==> src/rtl/fetch_pkg.sv <==
// Shared types and constants for the instruction fetch queue.
// Defining FETCH_EXC_EN adds a 5-bit exception code to each queue entry.
package fetch_pkg;

    localparam logic [4:0]  EXC_NONE  = 5'd0;
    localparam logic [4:0]  EXC_ADEL  = 5'd4;
    localparam logic [31:0] NOP_INSTR = 32'h0000_0000;

    typedef struct packed {
`ifdef FETCH_EXC_EN
        logic [4:0]  exc;
`endif
        logic [31:0] pc;
        logic [31:0] instr;
    } fetch_entry_t;

    localparam int unsigned ENTRY_W = $bits(fetch_entry_t);

    // Misaligned, or outside [base, base+bytes); the limit is computed in 33 bits so it cannot wrap.
    function automatic logic fetch_addr_err(input logic [31:0] pc,
                                            input logic [31:0] base,
                                            input logic [31:0] bytes);
        logic [32:0] lim;
        lim = {1'b0, base} + {1'b0, bytes};
        return (pc[1:0] != 2'b00) || (pc < base) || ({1'b0, pc} >= lim);
    endfunction

endpackage

==> src/rtl/fetch_queue_ram.sv <==
// Register-array storage for the fetch queue.
// It has one synchronous write port and one asynchronous read port, and no reset.
module fetch_queue_ram #(
    parameter int unsigned DEPTH = 4,
    parameter int unsigned WIDTH = 64,
    parameter int unsigned AW    = $clog2(DEPTH)
) (
    input  logic             clk,
    input  logic             we,
    input  logic [AW-1:0]    waddr,
    input  logic [WIDTH-1:0] wdata,
    input  logic [AW-1:0]    raddr,
    output logic [WIDTH-1:0] rdata
);

    logic [WIDTH-1:0] mem [DEPTH];

    always_ff @(posedge clk) begin
        if (we) begin
            mem[waddr] <= wdata;
        end
    end

    assign rdata = mem[raddr];

endmodule

==> src/rtl/ifu_fetch_queue.sv <==
// Fetch queue buffering {pc, instr} pairs between IF and ID, with flush on redirect.
// Defining FETCH_EXC_EN tags bad fetch addresses with EXC_ADEL and adds the out_exc port.
module ifu_fetch_queue
    import fetch_pkg::*;
#(
    parameter int unsigned DEPTH    = 4,
    parameter logic [31:0] IM_BASE  = 32'h0000_3000,
    parameter logic [31:0] IM_BYTES = 32'h0000_4000
) (
    input  logic                     clk,
    input  logic                     RESET,
    input  logic                     FLUSH,
    input  logic                     in_valid,
    output logic                     in_ready,
    input  logic [31:0]              in_pc,
    input  logic [31:0]              in_instr,
    output logic                     out_valid,
    input  logic                     out_ready,
    output logic [31:0]              out_pc,
    output logic [31:0]              out_instr,
    output logic [$clog2(DEPTH):0]   count
`ifdef FETCH_EXC_EN
    ,
    output logic [4:0]               out_exc
`endif
);

    localparam int unsigned AW = $clog2(DEPTH);
    localparam int unsigned CW = AW + 1;

    // Elaboration-time parameter sanity checks.
    if (DEPTH < 2 || (DEPTH & (DEPTH - 1)) != 0) begin : g_bad_depth
        $error("DEPTH must be a power of 2 and at least 2");
    end
    if (IM_BASE[1:0] != 2'b00 || IM_BYTES == 32'd0) begin : g_bad_im
        $error("IM_BASE must be word aligned and IM_BYTES nonzero");
    end

    logic [AW-1:0] wr_ptr_q, wr_ptr_d;
    logic [AW-1:0] rd_ptr_q, rd_ptr_d;
    logic [CW-1:0] count_q, count_d;

    logic push, pop;
    fetch_entry_t wr_entry, rd_entry;

    assign in_ready  = (count_q != CW'(DEPTH)) && !FLUSH;
    assign out_valid = (count_q != '0);
    assign push      = in_valid && in_ready;
    assign pop       = out_valid && out_ready && !FLUSH;
    assign count     = count_q;

    always_comb begin
        wr_entry       = '0;
        wr_entry.pc    = in_pc;
        wr_entry.instr = in_instr;
`ifdef FETCH_EXC_EN
        wr_entry.exc   = fetch_addr_err(in_pc, IM_BASE, IM_BYTES) ? EXC_ADEL : EXC_NONE;
        if (wr_entry.exc != EXC_NONE) begin
            wr_entry.instr = NOP_INSTR;
        end
`endif
    end

    fetch_queue_ram #(
        .DEPTH (DEPTH),
        .WIDTH (ENTRY_W),
        .AW    (AW)
    ) u_ram (
        .clk   (clk),
        .we    (push),
        .waddr (wr_ptr_q),
        .wdata (wr_entry),
        .raddr (rd_ptr_q),
        .rdata (rd_entry)
    );

    always_comb begin
        wr_ptr_d = wr_ptr_q;
        rd_ptr_d = rd_ptr_q;
        count_d  = count_q;
        if (FLUSH) begin
            wr_ptr_d = '0;
            rd_ptr_d = '0;
            count_d  = '0;
        end else begin
            if (push) begin
                wr_ptr_d = wr_ptr_q + AW'(1);
            end
            if (pop) begin
                rd_ptr_d = rd_ptr_q + AW'(1);
            end
            if (push && !pop) begin
                count_d = count_q + CW'(1);
            end else if (pop && !push) begin
                count_d = count_q - CW'(1);
            end
        end
    end

    always_ff @(posedge clk) begin
        if (RESET) begin
            wr_ptr_q <= '0;
            rd_ptr_q <= '0;
            count_q  <= '0;
        end else begin
            wr_ptr_q <= wr_ptr_d;
            rd_ptr_q <= rd_ptr_d;
            count_q  <= count_d;
        end
    end

    // Storage is never cleared, so stale data is masked whenever the queue is empty.
    assign out_pc    = out_valid ? rd_entry.pc    : 32'h0;
    assign out_instr = out_valid ? rd_entry.instr : 32'h0;
`ifdef FETCH_EXC_EN
    assign out_exc   = out_valid ? rd_entry.exc   : EXC_NONE;
`endif

endmodule

==> config.mk <==
export PLATFORM = sky130hd
export DESIGN_NAME = ifu_fetch_queue
export DESIGN_NICKNAME = d
export VERILOG_FILES = /design/src/rtl/fetch_pkg.sv /design/src/rtl/fetch_queue_ram.sv /design/src/rtl/ifu_fetch_queue.sv
export SDC_FILE = /design/constraint.sdc
export NUM_CORES = 1
export LEC_CHECK = 0
export CAP_MARGIN = 20
export CORE_MARGIN = 3
export CORE_UTILIZATION = 50
export CTS_CLUSTER_SIZE = 20
export DETAILED_ROUTE_END_ITERATION = 7
export DONT_BUFFER_PORTS = 1
export PLACE_DENSITY_LB_ADDON = 0.12
export SETUP_SLACK_MARGIN = 0.02
export SLEW_MARGIN = 20
export SYNTH_ARGS = -nofsm -noshare
export SYNTH_HDL_FRONTEND = slang
export SYNTH_SLANG_ARGS = --single-unit
==> constraint.sdc <==
create_clock -name clk -period 2.53 [get_ports clk]
set_input_delay 0.3795 -clock clk [delete_from_list [all_inputs] [get_ports clk]]
set_output_delay 0.3795 -clock clk [all_outputs]
set_load 0.1 [all_outputs]
=== Yosys cells after proc, flatten, opt, wreduce, memory -nomap -nowiden ===
Memories as Yosys holds them, arrays and structs flattened. A register that Yosys moved wholly into a read port is not among the register bits.
Index checks and enable logic that the tools add are counted.

* Bits in writable memories: 256
* Register bits after elaboration: 7
* Memories kept: 1
* Input bits: 69

* Mux-type cells: 8
* Eq/ne operators: 1
* Reduce and logical (&&, ||, !) cells: 12
* Add/subtract/negate cells: 4

{| class="wikitable"
|+ Memory list
! name !! depth !! bits a word !! rd ports !! clocked after Yosys merged registers in !! wr ports !! RTL line !! source
|-
| u_ram.mem || 4 || 64 || 1 || 1 || 1 || fetch_queue_ram.sv:16 || <nowiki>logic [WIDTH-1:0] mem [DEPTH];</nowiki>
|}

{| class="wikitable"
|+ Operators by type and width
! cell !! number
|-
| 32-bit two-way mux || 2
|-
| 1-bit logical AND || 6
|-
| 3-bit two-way mux || 2
|-
| 2-bit by 1-bit adder with 2-bit output (second input constant) || 2
|-
| 2-bit two-way mux || 2
|-
| 3-bit by 1-bit adder with 3-bit output (second input constant) || 1
|-
| 1-bit logical NOT || 3
|-
| 3-bit inequality test (second input constant) || 1
|-
| 3-bit nonzero test || 1
|-
| 3-bit by 1-bit subtractor with 3-bit output (second input constant) || 1
|-
| 1-bit two-way mux || 2
|-
| 2-bit nonzero test || 1
|-
| 2-bit OR reduction || 1
|}

=== Longest topological paths before layout ===
Gate-level depths: netlist of the first run.

* Depth after elaboration: 7
* Mapped depth: 9
* Gate-level depth less buffers: 8

=== Modules after synthesis ===
A second synthesis of the first run with hierarchy kept.

* Cell total of the unflattened synthesis: 449
* Area total of the unflattened synthesis: 10169.8 um^2

{| class="wikitable"
|+ Modules (own cells, without submodules)
! module !! cells an instance !! times used !! area an instance (um^2) !! seq. area each (um^2)
|-
| fetch_queue_ram || 338 || 1 || 9341.5 || 7687.4
|-
| ifu_fetch_queue || 111 || 1 || 828.3 || 140.1
|}

=== Worst setup path after synthesis of the first run ===
OpenSTA, ideal clock, no wires.

* Path type: flip-flop to output port
* Start: register count_q[0], in the netlist count[0]
* End: output port out_instr[22]
* Path slack: -0.971 ns
* Buffers on the path: 1
* Arrival time: 3.122 ns
* Cell stages (with the launch flop): 4
* Required time: 2.151 ns
* Path through: dfxtp_1 > or3_1 > clkbuf_1 > and2_1

* Cells in the longest elaborated chain, start to end: 2

{| class="wikitable"
|+ RTL lines
! element !! RTL line !! source
|-
| start, declared || ifu_fetch_queue.sv:41 || <nowiki>logic [CW-1:0] count_q, count_d;</nowiki>
|-
| start signal, assigned || ifu_fetch_queue.sv:108 || <nowiki>count_q <= count_d;</nowiki>
|-
| 3-bit nonzero test || ifu_fetch_queue.sv:47 || <nowiki>assign out_valid = (count_q != '0);</nowiki>
|-
| named net out_valid || ifu_fetch_queue.sv:17 || <nowiki>output logic out_valid,</nowiki>
|-
| 32-bit two-way mux || ifu_fetch_queue.sv:114 || <nowiki>assign out_instr = out_valid ? rd_entry.instr : 32'h0;</nowiki>
|-
| end, declared || ifu_fetch_queue.sv:20 || <nowiki>output logic [31:0] out_instr,</nowiki>
|}

The timed path passes the listed nets, and every way through them passes these cells.

==> results of run 1 <==
layer usage:
layer	GRT usage, %	up-vias	share of wire, %
met3	4.22	29	5.9
met1	26.8	2567	42
met5	0	-	0.040
met2	30.1	128	50
met4	4.44	2	1.7
li1	-	2173	-
synthesized netlist by cell type (2+ instances only):
cell type	instances	share of area [%]
edfxtp_1	256	75
and2_1	64	3.9
mux4_2	60	13
dfxtp_1	9	1.8
clkbuf_1	8	0.29
buf_2	7	0.34
buf_12	6	1.2
nor2_1	6	0.22
ha_1	5	0.61
and3_1	4	0.24
mux4_1	4	1.0
xor2_1	4	0.34
inv_1	3	0.11
a21oi_1	2	0.098
nor2b_1	2	0.12
or2_2	2	0.12
or3_1	2	0.12
final cells by class:
type / count / area, µm²
sequential: 265 / 7880
timing repair buffer: 149 / 2200
multi-input combinational: 168 / 2330
clock buffer: 39 / 781
tap: 265 / 332
fill: 1243 / 6160
clock inverter: 11 / 82.6
inverter: 3 / 11.3
cells by family after synthesis:
group	count (synthesis)
flip-flops	265
AND/OR/NAND/NOR	84
multiplexers	65
buffers and inverters	26
AO/OA/AOI/OAI	7
adder cells (fa/ha/maj)	6
XOR/XNOR	4
through the flow:
| stage | cells | total power [µW] | hold WS, ns | instance area (µm²) | worst slack [ns] |
|---|---|---|---|---|---|
| floorplan | 457 | 5890 | 0.478 | 10300 | 0.133 |
| global placement | 779 | 6330 | 0.479 | 12000 | 0.396 |
| detailed placement | 779 | 6340 | 0.479 | 12000 | 0.287 |
| CTS | 902 | 10300 | 0.0585 | 13700 | -0.00454 |
| global route | 900 | 10600 | 0.0768 | 13600 | -0.0368 |
| finish | 900 | 10200 | 0.0845 | 13600 | 0.0194 |
critical path: stages, from the launching register on:
cell and delay (ns):
dfxtp_4 0.47, buf_4 0.18, mux4_2 0.55, and2_2 0.24
buf_12 0.17
where the power goes:
group,total (µW),internal [µW],switching [µW],leakage (µW)
sequential,4910,4890,24.4,0.00240
combinational,1540,584,953,0.00168
clock,3770,2240,1530,0.000428
registers in the layout, summed over array words and instances (netlist names), named ones only:
signal,cells
u_ram.mem,256
count,3
wr_ptr_q,2
rd_ptr_q,2
path summary, 6_finish.rpt:
check,slack [ns],start,to
max,0.02,register,out_instr[28]
min,0.08,RESET,wr_ptr_q[1]$_SDFFE_PP0P_
max reg2reg,0.21,count[0]$_SDFFE_PP0P_,count[2]$_SDFFE_PP0P_
min reg2reg,0.54,rd_ptr_q[1]$_SDFFE_PP0P_,rd_ptr_q[1]$_SDFFE_PP0P_
repair_timing:
action,CTS,global route
hold buffers,64,0
setup endpoints to repair,64,62
setup buffers,5,0
pin swaps,1,1
endpoints found under the hold margin,256,0
gates resized for setup,44,20
gates cloned,4,0
==> impl_metrics.tcl, run 1 <==
set metrics [dict create \
    ys_types 30 \
    fp.dieW_um 149 \
    antenna_found_initial 1 \
    min_period_ns 2.51 \
    syn2layout_area_growth_pct 33.1 \
    synthMuxAreaShare_pct 14.3 \
    route.vias.total 4899 \
    die_area_um2 22200 \
    max_cap_violations 0 \
    hold_viol_final 0 \
    antenna_left 0 \
    arrival_ns 2.13 \
    p_per_area_nw_per_um2 750 \
    wirelength_mm 20.0 \
    finalSetupViolCount 0 \
    place_congestion 0.706 \
    drive_gt1_share_pct 42.5 \
    io_buffers 0 \
    clkSinkCount 265 \
    fmax_mhz 398 \
    report.final.slew_viol_count 0 \
    wl_per_cell_um 22.2 \
    grt_pass1_wl_mm 31.5 \
    syn_area_um2 10200 \
    cts_tree "built" \
    syn-num-nets 532 \
    firstDrtPassIters 4 \
    end_kind "output pin" \
    vias_per_cell 5.44 \
    synth-seq-cells 265 \
    post-route-drc-count 0 \
    finalCritPeriodShare_pct 99.2 \
    tightest_slew_ns 1.03 \
    grtUsageTotal_pct 18.8 \
    layout_commonest_cell "edfxtp_1" \
    worst_skew_pair.late_latency_ns 0.52 \
    gr-total-overflow 0 \
    io_pins 138 \
    hold_path.class "input pin to register" \
    ys_async_sr_fraction_pct 0 \
    whs_path_depth 3 \
    synth_fa_ha_area_share_pct 0.807 \
    die-height_um 149 \
    cts_buffers 27 \
    crit_fanout 7 \
    synth-simple-area-share_pct 5.03 \
    slew_headroom_pct 31.6 \
    grt_max_degree 65 \
    synth-edff-count 256 \
    grt_pass1_vias 5278 \
    finalSetupTns_ns 0 \
    synth_xor_area_share_pct 0.342 \
    crit_type "register to output pin" \
    cts.path.max_buffers 3 \
    htreeDepth 1 \
    layout.nets 689 \
    diodes 0 \
    netlist_instances 457 \
    cts_root_buffer "clkbuf_16" \
    postSynthAreaPerCell_um2 22.4 \
    rsz0062_at_grt "yes" \
    start_kind "register" \
    ys_seq_area_share_pct 76.9 \
    finClkSkew_ns 0.0142 \
    status "complete, no violations" \
    synth-main-ff-cell "edfxtp_1" \
    ys.warnings.count 0 \
    coreArea_um2 19800 \
    r2r.worst_path.cells 8 \
    synth_top_family_by_area "multiplexers" \
    ir_drop_v 0.000496 \
    final_util_pct 68.9 \
    initial_utilization_pct 51.7 \
    required_ns 2.15 \
    dp_hpwl_mm 11.1 \
    cts.clk_slew.worst_paths_ns 0.06 \
    p_leak_uw 0.00451 \
    placementRows 51 \
    mostFrequentLayoutCells "256 x edfxtp_1, 73 x buf_12, 64 x mux4_2, 64 x dlygate4sd3_1, 55 x and2_4" \
    synth_compound_area_share_pct 0.501 \
    drtIter0Drc 327 \
]
No activity file was read; power rests on OpenSTA's default activity.
==> inputs of run 2 (changes only) <==
--- a/config.mk
+++ b/config.mk
@@ -6,6 +6,7 @@
 export NUM_CORES = 1
 export LEC_CHECK = 0
 export CAP_MARGIN = 20
+export CORE_ASPECT_RATIO = 0.9
 export CORE_MARGIN = 3
 export CORE_UTILIZATION = 50
 export CTS_CLUSTER_SIZE = 20
@@ -16,4 +17,5 @@
 export SLEW_MARGIN = 20
 export SYNTH_ARGS = -nofsm -noshare
 export SYNTH_HDL_FRONTEND = slang
+export SYNTH_HIERARCHICAL = 1
 export SYNTH_SLANG_ARGS = --single-unit
==> run 2 against run 1 <==
Effect of this change: core utilization rose by 0.21 points; first-iteration DRC count fell by 3.7%; cell area fell by 0.72%; highest routed layer is now met4; critical path type unchanged; setup slack improved by 0.0065 ns; critical path depth rose by 1.
==> impl_metrics.tcl, run 2 <==
set metrics [dict create \
    slew_headroom_pct 70.3 \
    grt_pass1_wl_mm 30.3 \
    htreeDepth 1 \
    clkSinkCount 263 \
    cts_buffers 27 \
    required_ns 2.15 \
    cts.path.max_buffers 3 \
    switching_share_pct 24.3 \
    arrival_ns 2.12 \
    wl_per_cell_um 22.4 \
    syn2layout_area_growth_pct 33.0 \
    post-route-drc-count 0 \
    largest_reg_flops 256 \
    ys_top_cells_by_area "edfxtp_1 76%, mux4_2 13%, and2_1 3.9%, dfxtp_1 1.4%, buf_12 1.2%" \
    dp_hpwl_mm 11.4 \
    gr-total-overflow 0 \
    cts_root_buffer "clkbuf_16" \
    p_comb_share_pct 14.8 \
    rsz0062_at_grt "yes" \
    layout_commonest_cell "edfxtp_1" \
    antenna_left 0 \
    io_buffers 0 \
    intPower_uw 7660 \
    syn-num-nets 520 \
    initial_utilization_pct 51.9 \
    worstReg2RegStart "count[0]$_SDFFE_PP0P_" \
    grt_max_degree 55 \
    hold_viol_final 0 \
    path_cells "buf_12 -> buf_16 -> mux4_1 -> and2_1 -> buf_12" \
    ys.warnings.count 6 \
    ys_types 28 \
    ir_drop_v 0.000536 \
    cpMaxStageDelayCell "mux4_1" \
    synth-edff-count 256 \
    max_cap_violations 0 \
    hold_path.class "input pin to register" \
    postSynthAreaPerCell_um2 22.6 \
    synth_top_area_share_pct 75.6 \
    holdWs_ns 0.0536 \
    route.vias.total 4846 \
    crit_start "rd_ptr_q[0]$_SDFFE_PP0P_" \
    critPathTopFamily "multiplexers" \
    switching_power_uw 2450 \
    mostFrequentLayoutCells "256 x edfxtp_1, 74 x buf_12, 64 x dlygate4sd3_1" \
    report.final.slew_viol_count 0 \
    crit_cells 5 \
    tightest_slew_ns 0.440 \
    fp.dieW_um 156 \
    place_congestion 0.784 \
    synth_largest_area_cell "edfxtp_1" \
    drtIter0Drc 315 \
    placementRows 48 \
    p_clk_share_pct 36.8 \
    io_pins 138 \
    crit_type "register to output pin" \
    p_per_area_nw_per_um2 748 \
    netlist_instances 449 \
    yosysMostFrequentCell "edfxtp_1" \
    wirelength_mm 19.7 \
    power_uw 10100 \
    largest-register "u_ram/mem" \
    grt_pass1_vias 5329 \
    grtUsageTotal_pct 18.0 \
    worst_skew_pair.late_latency_ns 0.51 \
    die-height_um 141 \
    crit_fanout 6 \
    final_util_pct 69.1 \
    crit_end "out_instr[1]" \
    antenna_found_initial 0 \
    regToRegSetupSlack_ns 0.24 \
    end_kind "output pin" \
    finalCritPeriodShare_pct 99.0 \
    synth-seq-cells 263 \
    die_area_um2 22100 \
    coreArea_um2 19600 \
    finClkSkew_ns 0.0131 \
    cts.clk_slew.worst_paths_ns 0.06 \
    power_frac_seq_pct 48.3 \
    layout.nets 683 \
    diodes 0 \
    status "complete, no violations" \
    timing.rr.end "count[2]$_SDFFE_PP0P_" \
    fmax_mhz 399 \
    yosys-top-cells-count "256 x edfxtp_1, 64 x and2_1, 60 x mux4_2, 7 x buf_6, 7 x dfxtp_1" \
    min_period_ns 2.50 \
    syn_area_um2 10200 \
    critPathBufInv 3 \
    synth-main-ff-cell "edfxtp_1" \
    finalSetupViolCount 0 \
    ys_seq_area_share_pct 77.0 \
    crit_top_cell "buf_12" \
    r2r.worst_path.cells 8 \
    vias_per_cell 5.51 \
    start_kind "register" \
    p_leak_uw 0.00445 \
    ys_async_sr_fraction_pct 0 \
    firstDrtPassIters 4 \
    cts_tree "built" \
    drive_gt1_share_pct 34.4 \
    critPathMaxStageDelay_ns 0.53 \
]
-- run 2: cell count changes after synthesis, sizes merged, moves of 2 or more --
| cell | delta |
|---|---|
| dfxtp | -2 |
| clkbuf | -6 |
| nor3b | +2 |
| or3 | +2 |
| buf | +5 |
| and3 | -3 |
| ha | -4 |
| nor2b | -2 |
| and3b | +2 |
-- run 2: layout make-up --
class	count	area (µm²)
fillers	1250	6060
multi-input cells	163	2170
inverters	2	7.51
clock buffers	31	691
flip-flops and latches	263	7850
clock inverters	16	148
repair buffers	155	2350
well taps	250	313
-- run 2: what timing repair did --
action | 4_1_cts | 5_1_grt
buffers inserted | 2 | 1
endpoints found under the setup margin | 59 | 48
pin swaps | 1 | 0
hold buffers | 64 | 0
gates resized for setup | 6 | 9
endpoints found under the hold margin | 256 | 0
cloned | 2 | 2
-- run 2: worst min path at each step --
stage	slack, ns	start	end	depth (start not counted)
floorplan	0.48	rd_ptr_q[1]$_SDFFE_PP0P_	rd_ptr_q[1]$_SDFFE_PP0P_	2
global placement	0.48	in_instr[19]	u_ram/mem[2][19]$_DFFE_PP_	0
detailed placement	0.48	in_instr[29]	u_ram/mem[2][29]$_DFFE_PP_	0
CTS	0.04	RESET	wr_ptr_q[1]$_SDFFE_PP0P_	2
global route	0.05	in_valid	wr_ptr_q[1]$_SDFFE_PP0P_	2
finish	0.05	RESET	wr_ptr_q[1]$_SDFFE_PP0P_	2
-- run 2: cell families after synthesis --
group	share of synthesized area, %
AOI/OAI and AO/OA	0.504
xor gates and xnor gates	0.344
adders and majority gates	0.320
buffers and inverters	2.45
DFF	77.0
muxes	14.4
and+or+nand+nor	4.99
-- run 2: metrics by stage --
stage | setup slack, ns | instance area [µm²] | setup TNS [ns] | cells
after floorplan | -0.474 | 10200 | -30.31 | 449
after global placement | 0.439 | 11900 | 0 | 762
after detailed placement | 0.314 | 11900 | 0 | 762
after CTS | -0.0105 | 13500 | -0.0252 | 877
after global routing | -0.0662 | 13500 | -0.905 | 880
final | 0.0260 | 13500 | 0 | 880
-- run 2: power groups by stage --
stage	Sequential (µW)	Combinational, µW	Clock, µW
2_1_floorplan	4990	889	0
3_3_place_gp	4970	1350	0
3_5_place_dp	4980	1350	0
4_1_cts	4890	1500	3810
5_1_grt	4890	1560	3990
6_report	4890	1500	3730
-- run 2: routing by layer --
metal | GRT usage, % | wire, µm
met5 | 0 | 0
met2 | 30.9 | 10000
met4 | 4.24 | 340
met1 | 23.5 | 8070
met3 | 4.33 | 1230
